**config.mk**
```make
export PLATFORM = sky130hd
export DESIGN_NAME = timing_step_seq
export DESIGN_NICKNAME = d
export VERILOG_FILES = /design/src/rtl/step_seq_pkg.sv /design/src/rtl/step_counter.sv /design/src/rtl/timing_step_seq.sv
export SDC_FILE = /design/constraint.sdc
export NUM_CORES = 1
export LEC_CHECK = 0
export CAP_MARGIN = 20
export CELL_PAD_IN_SITES_DETAIL_PLACEMENT = 1
export CELL_PAD_IN_SITES_GLOBAL_PLACEMENT = 1
export CORE_UTILIZATION = 31
export CTS_CLUSTER_DIAMETER = 150
export DETAILED_ROUTE_END_ITERATION = 10
export GPL_TIMING_DRIVEN = 0
export MAX_ROUTING_LAYER = met4
export PLACE_DENSITY_LB_ADDON = 0.1
export SYNTH_ARGS = -nofsm -noshare
export SYNTH_HDL_FRONTEND = slang
export SYNTH_SLANG_ARGS = --single-unit
```
**constraint.sdc**
```tcl
create_clock -name clk -period 1.7 [get_ports clk]
set_input_delay 0.17 -clock clk [delete_from_list [all_inputs] [get_ports clk]]
set_output_delay 0.17 -clock clk [all_outputs]
set_load 0.02 [all_outputs]
```
**src/rtl/step_seq_pkg.sv**
```systemverilog
// Package: step_seq_pkg
// Shared constants and the state encoding for the machine-cycle step
// sequencer (timing_step_seq) and its step counter.
//   STEP_W        width of the step index (the downstream 3-to-8 decoder needs 3)
//   DEFAULT_LAST  final step index loaded at reset (8-step machine cycle)
//   state_t       sequencer states S_IDLE / S_RUN / S_HALT
package step_seq_pkg;

    localparam int STEP_W = 3;
    localparam logic [STEP_W-1:0] DEFAULT_LAST = STEP_W'(7);

    typedef enum logic [1:0] {
        S_IDLE = 2'd0,
        S_RUN  = 2'd1,
        S_HALT = 2'd2
    } state_t;

endpackage

```
**src/rtl/step_counter.sv**
```systemverilog
// Module: step_counter
// Modulo-(last+1) step counter with synchronous clear, load and enable.
// Priority: clr > load > en. When enabled at count==last it wraps to 0.
// Ports:
//   clk       rising-edge clock
//   rst_n     synchronous active-low reset (count -> 0)
//   clr       force count to 0 next cycle
//   load      load load_val next cycle
//   load_val  value used by load
//   en        advance (count+1, or wrap to 0 at last)
//   last      final count value of the current modulus
//   count     registered count
module step_counter
    import step_seq_pkg::*;
(
    input  logic              clk,
    input  logic              rst_n,
    input  logic              clr,
    input  logic              load,
    input  logic [STEP_W-1:0] load_val,
    input  logic              en,
    input  logic [STEP_W-1:0] last,
    output logic [STEP_W-1:0] count
);

    logic [STEP_W-1:0] count_reg;
    logic [STEP_W-1:0] count_next;

    always_comb begin
        count_next = count_reg;
        if (clr) begin
            count_next = '0;
        end else if (load) begin
            count_next = load_val;
        end else if (en) begin
            // last never exceeds the all-ones value, so +1 cannot overflow
            count_next = (count_reg == last) ? '0 : count_reg + 1'b1;
        end
    end

    always_ff @(posedge clk) begin
        if (!rst_n) begin
            count_reg <= '0;
        end else begin
            count_reg <= count_next;
        end
    end

    assign count = count_reg;

endmodule

```
**src/rtl/timing_step_seq.sv**
```systemverilog
// Module: timing_step_seq
// Machine-cycle step sequencer for the CPU control unit. Produces the 3-bit
// step index T0..T(last) consumed by the external 3-to-8 step decoder.
// Supports start, a per-cycle programmable length, in-cycle jump and
// halt/resume at machine-cycle boundaries.
// Optional feature macro: STEP_SEQ_SINGLE_STEP_EN adds ss_mode/ss_go; with
// ss_mode=1 the RUN state only advances/jumps/wraps in cycles with ss_go=1.
// Ports:
//   clk        rising-edge clock
//   rst_n      synchronous active-low reset
//   start      IDLE->RUN request
//   last_step  final step of the next machine cycle (sampled at cycle start)
//   jump       load jump_step as the next step (RUN only)
//   jump_step  jump target
//   halt_req   halt at the end of the current machine cycle
//   resume     HALT->RUN request
//   step       current step index (registered)
//   run        state==RUN
//   cyc_done   final step of a machine cycle (combinational)
//   halted     state==HALT
//   jump_err   one-cycle pulse after a jump target beyond the current last step
//   ss_mode    (macro only) single-step mode enable
//   ss_go      (macro only) single-step advance strobe
module timing_step_seq
    import step_seq_pkg::*;
(
    input  logic              clk,
    input  logic              rst_n,
    input  logic              start,
    input  logic [STEP_W-1:0] last_step,
    input  logic              jump,
    input  logic [STEP_W-1:0] jump_step,
    input  logic              halt_req,
    input  logic              resume,
    output logic [STEP_W-1:0] step,
    output logic              run,
    output logic              cyc_done,
    output logic              halted,
    output logic              jump_err
`ifdef STEP_SEQ_SINGLE_STEP_EN
    ,
    input  logic              ss_mode,
    input  logic              ss_go
`endif
);

    state_t            state_reg;
    state_t            state_next;
    logic [STEP_W-1:0] last_q_reg;
    logic [STEP_W-1:0] last_q_next;
    logic              halt_pend_reg;
    logic              halt_pend_next;
    logic              jump_err_reg;
    logic              jump_err_next;

    logic              ctr_clr;
    logic              ctr_load;
    logic              ctr_en;
    logic              adv;
    logic              at_last;
    logic              jump_ok;
    logic              jump_bad;

    // adv marks cycles in which RUN is allowed to move the step index
`ifdef STEP_SEQ_SINGLE_STEP_EN
    assign adv = !ss_mode || ss_go;
`else
    assign adv = 1'b1;
`endif

    assign at_last  = (step == last_q_reg);
    assign jump_ok  = jump && (jump_step <= last_q_reg);
    assign jump_bad = jump && (jump_step > last_q_reg);

    always_comb begin
        state_next     = state_reg;
        last_q_next    = last_q_reg;
        halt_pend_next = halt_pend_reg;
        jump_err_next  = 1'b0;
        ctr_clr        = 1'b0;
        ctr_load       = 1'b0;
        ctr_en         = 1'b0;
        case (state_reg)
            S_IDLE: begin
                ctr_clr = 1'b1;
                if (start) begin
                    state_next  = S_RUN;
                    last_q_next = last_step;
                end
            end
            S_RUN: begin
                halt_pend_next = halt_pend_reg | halt_req;
                if (adv) begin
                    if (jump_ok) begin
                        // a legal jump also beats the wrap in the final step
                        ctr_load = 1'b1;
                    end else if (jump_bad) begin
                        // illegal target restarts the machine cycle at step 0
                        ctr_clr       = 1'b1;
                        jump_err_next = 1'b1;
                        last_q_next   = last_step;
                    end else begin
                        ctr_en = 1'b1;
                        if (at_last) begin
                            last_q_next = last_step;
                            if (halt_pend_reg || halt_req) begin
                                state_next     = S_HALT;
                                halt_pend_next = 1'b0;
                            end
                        end
                    end
                end
            end
            S_HALT: begin
                ctr_clr = 1'b1;
                if (resume) begin
                    state_next     = S_RUN;
                    last_q_next    = last_step;
                    // halt_req alongside resume buys exactly one more cycle
                    halt_pend_next = halt_req;
                end
            end
            default: begin
                ctr_clr    = 1'b1;
                state_next = S_IDLE;
            end
        endcase
    end

    always_ff @(posedge clk) begin
        if (!rst_n) begin
            state_reg     <= S_IDLE;
            last_q_reg    <= DEFAULT_LAST;
            halt_pend_reg <= 1'b0;
            jump_err_reg  <= 1'b0;
        end else begin
            state_reg     <= state_next;
            last_q_reg    <= last_q_next;
            halt_pend_reg <= halt_pend_next;
            jump_err_reg  <= jump_err_next;
        end
    end

    step_counter u_step_counter (
        .clk      (clk),
        .rst_n    (rst_n),
        .clr      (ctr_clr),
        .load     (ctr_load),
        .load_val (jump_step),
        .en       (ctr_en),
        .last     (last_q_reg),
        .count    (step)
    );

    assign run      = (state_reg == S_RUN);
    assign halted   = (state_reg == S_HALT);
    assign jump_err = jump_err_reg;
    assign cyc_done = run && at_last && adv;

endmodule

```
==> results of run 1 <==
cell type report:
| type | instances | area [um^2] |
|---|---|---|
| Buffer | 4 | 35.0 |
| Clock buffer | 4 | 36.3 |
| Fill cell | 245 | 918 |
| Inverter | 6 | 25.0 |
| Multi-Input combinational cell | 67 | 661 |
| Sequential cell | 10 | 218 |
| Tap cell | 28 | 35.0 |
| Timing Repair Buffer | 29 | 284 |
cell usage after synthesis:
| cell | n | share of area |
|---|---|---|
| sky130_fd_sc_hd__a2111oi_0 | 3 | 0.036 |
| sky130_fd_sc_hd__a211oi_1 | 7 | 0.072 |
| sky130_fd_sc_hd__a21bo_2 | 1 | 0.014 |
| sky130_fd_sc_hd__a21boi_1 | 1 | 0.010 |
| sky130_fd_sc_hd__a21o_1 | 1 | 0.010 |
| sky130_fd_sc_hd__a21oi_1 | 5 | 0.034 |
| sky130_fd_sc_hd__a311oi_2 | 1 | 0.021 |
| sky130_fd_sc_hd__a32o_1 | 4 | 0.055 |
| sky130_fd_sc_hd__and2_1 | 2 | 0.017 |
| sky130_fd_sc_hd__buf_2 | 1 | 0.0069 |
| sky130_fd_sc_hd__clkbuf_1 | 3 | 0.016 |
| sky130_fd_sc_hd__clkinv_1 | 1 | 0.0052 |
| sky130_fd_sc_hd__dfxtp_1 | 10 | 0.28 |
| sky130_fd_sc_hd__ha_1 | 4 | 0.069 |
| sky130_fd_sc_hd__inv_1 | 5 | 0.026 |
| sky130_fd_sc_hd__mux2_2 | 1 | 0.016 |
| sky130_fd_sc_hd__nand2_1 | 4 | 0.021 |
| sky130_fd_sc_hd__nand2b_1 | 3 | 0.026 |
| sky130_fd_sc_hd__nand3_1 | 5 | 0.034 |
| sky130_fd_sc_hd__nand3b_1 | 2 | 0.021 |
| sky130_fd_sc_hd__nand4_1 | 1 | 0.0086 |
| sky130_fd_sc_hd__nor2_1 | 7 | 0.036 |
| sky130_fd_sc_hd__nor2b_1 | 1 | 0.0086 |
| sky130_fd_sc_hd__o211ai_1 | 3 | 0.031 |
| sky130_fd_sc_hd__o21bai_1 | 1 | 0.010 |
| sky130_fd_sc_hd__o221ai_1 | 1 | 0.012 |
| sky130_fd_sc_hd__o22ai_1 | 1 | 0.0086 |
| sky130_fd_sc_hd__o31ai_1 | 1 | 0.010 |
| sky130_fd_sc_hd__o41ai_2 | 1 | 0.022 |
| sky130_fd_sc_hd__or3_1 | 2 | 0.017 |
| sky130_fd_sc_hd__xor2_1 | 4 | 0.048 |
how the worst max path moves through the flow:
stage,start,to,slack (ns)
global placement,jump_step[2],last_q_reg[1],-0.36
detailed placement,jump_step[2],last_q_reg[1],-0.39
global route,last_q_reg[2],u_step_counter.count[0],-0.16
finish,last_q_reg[2],u_step_counter.count[1],-0.11
floorplan,last_q_reg[2],last_q_reg[0],0.003
CTS,u_step_counter.count[2],cyc_done,-0.06
worst max-delay path, stage by stage (launching register included):
cell                       delay (ns)
sky130_fd_sc_hd__dfxtp_4         0.39
sky130_fd_sc_hd__inv_4           0.04
sky130_fd_sc_hd__ha_4            0.29
sky130_fd_sc_hd__nand3b_1        0.21
sky130_fd_sc_hd__a21boi_4        0.25
sky130_fd_sc_hd__buf_8           0.17
sky130_fd_sc_hd__buf_12          0.11
sky130_fd_sc_hd__a21o_1          0.16
sky130_fd_sc_hd__a21oi_1         0.07
logic make-up after synthesis:
group                      after synthesis  share of synthesized area
DFF                                     10                      0.276
muxes                                    1                     0.0155
adders and majority gates                4                     0.0690
and+or+nand+nor                         27                      0.190
xor gates and xnor gates                 4                     0.0483
AOI/OAI and AO/OA                       31                      0.348
buffers and inverters                   10                     0.0534
power breakdown:
group	switching (mW)	internal [mW]	total, mW
Clock	0.109	0.130	0.239
Combinational	0.216	0.219	0.436
Sequential	0.0319	0.256	0.288
routing by layer:
layer  vias up  global-route usage  part of all wire
met2        16               0.331              0.53
li1        398                   -                 -
met3         9              0.0364             0.020
met4         0              0.0880             0.027
met5         -                   -                 0
met1       394               0.248              0.42
metrics by stage:
stage                      util  hold WS (ns)  cells
after global placement    0.434         0.515    133
after global routing      0.585         0.380    148
after detailed placement  0.434         0.528    133
after floorplan               -         0.316     87
after CTS                 0.505         0.364    141
final                     0.585         0.354    148
cell usage in the layout, fill, tap and decap left out, drive strengths merged, types with 2 or more instances in the layout:
| cell | synthesis | routed |
|---|---|---|
| a2111oi | 3 | 3 |
| a211oi | 7 | 7 |
| a21oi | 5 | 5 |
| a32o | 4 | 4 |
| and2 | 2 | 2 |
| buf | 1 | 14 |
| clkbuf | 3 | 6 |
| clkdlybuf4s50 | 0 | 14 |
| dfxtp | 10 | 10 |
| dlygate4sd2 | 0 | 3 |
| ha | 4 | 4 |
| inv | 5 | 6 |
| nand2 | 4 | 4 |
| nand2b | 3 | 3 |
| nand3 | 5 | 5 |
| nand3b | 2 | 2 |
| nor2 | 7 | 7 |
| o211ai | 3 | 3 |
| or3 | 2 | 2 |
| xor2 | 4 | 4 |
repair_timing:
action / in CTS / in global routing
setup endpoints to repair: 11 / 10
buffers inserted: 4 / 7
gates resized for setup: 24 / 31
pin swaps: 3 / 15
==> parameters.txt, run 1 <==
Parameter                              Value

Critical path
  Capture instance of the worst register-to-register path ... u_step_counter.count[1]
  Worst-case reg-to-reg path depth ... 8
  Worst Setup Path Type ... reg -> reg
  Crit path required time ... 1.86 ns
  Data arrival, critical path ... 1.97 ns
  Flop-to-flop setup slack ... -0.11 ns
  Worst Setup End Kind ... flip-flop
  Worst reg2reg path startpoint ... last_q_reg[2]
  Maximum fanout along the worst path ... 7
  Setup crit start kind ... flip-flop

GRT
  Initial antenna violation count ... 0
  Pin count of the biggest net entering global routing ... 11
  Global routing usage summed across all routing layers ... 0.205
  First-pass GRT wire length ... 3.68 mm
  Via count of the first global-routing pass ... 790
  Remaining global-route overflow ... 0

Drt
  First DRT Iteration DRCs ... 0
  Post-detailed-route via-to-cell ratio ... 5.52
  Number of search-and-repair iterations in the first detailed-routing pass ... 1
  Detailed-route DRC error count ... 0
  Wirelength per Cell ... 19.0 um
  Antenna Violating Nets Remaining ... 0
  Sum of routed wire length over all layers ... 2.81 mm
  Total number of vias ... 817

Min path
  HP Class ... in -> reg
  Start point of the worst hold path ... jump_step[2]
  Cell count of the worst hold path ... 3
  Hold worst-path end ... u_step_counter.count[2]

Status
  Outcome ... finished, violations left
  Violations in the final reports ... setup timing

Place
  Quantity of I/O buffers inserted on ports ... 18
  Worst setup timing slack at the placement stage ... -0.390 ns
  Placer's final routability congestion estimate ... 0.756
  HPWL after DPL ... 1.62 mm
  Instance area after placement ... 961 um^2

Die
  Die height ... 50.4 um
  Die area ... 0.00254 mm^2
  IO Pins ... 19
  Core area ... 0.00221 mm^2
  Die width ... 50.4 um
  Initial Util ... 0.328
  Number of core rows ... 17

Final layout
  Ratio of cells with drive above 1 in the final layout ... 0.408
  Post-route design area ... 0.00129 mm^2
  Antenna cell count ... 0
  Area growth, synth to finish ... 78.3%
  Nets ... 137

Timing
  Share of the clock period used by the worst path after layout ... 1.06
  Achievable Freq ... 0.553 GHz
  Final Setup Violations ... 8
  Max-slew headroom ... 0.575
  Slew at the pin closest to its max-slew limit ... 0.637 ns
  Final hold violation count ... 0
  Setup Skew ... 0.00187 ns
  Final count of pins violating max slew ... 0
  Tmin final ... 1.81 ns
  Sum Neg Setup Slack ... -0.455 ns
  Setup repair after global routing missed its margin ... true
  PnR worst setup slack ... -0.107 ns

CTS
  TritonCTS clock tree ... yes
  Clock transition at the registers of the reported paths ... 0.08 ns
  Clock H-tree levels ... 1
  Root buf cell ... sky130_fd_sc_hd__clkbuf_4
  Maximum clock insertion buffer count ... 2
  Clock latency at the later pin of the worst-skew pair ... 0.28 ns
  Hold-fix buffer count after cts ... 0
  Sinks on the clock net ... 10
  Total CTS buffers ... 3

Synthesis
  Synthesized area divided by synthesized cell count ... 8.34 um^2
  Net Count, Synth ... 103
  Netlist area before placement ... 726 um^2
  Unique masters post-synth ... 31
  Flops & latches, synth ... 10
  Count of synthesis-stage warnings from yosys ... 0
  Cell count after synthesis ... 87
  Part of the Yosys area used for sequential elements ... 0.276

Run
  Number of violations of the max-capacitance limit ... 0

Power
  Worst IR Drop VDD ... 470 uV
  Final Power ... 0.963 mW
  Pwr dens ... 745 mW/mm^2
  Leakage power total ... 0.476 nW
Power figures use the tool's default switching activity.
==> inputs of run 2 (changes only) <==
Settings changed: GPL_ROUTABILITY_DRIVEN from default to 0.
==> results of run 2 <==
The final DEF is identical to that of run 1; final timing and power are the same.
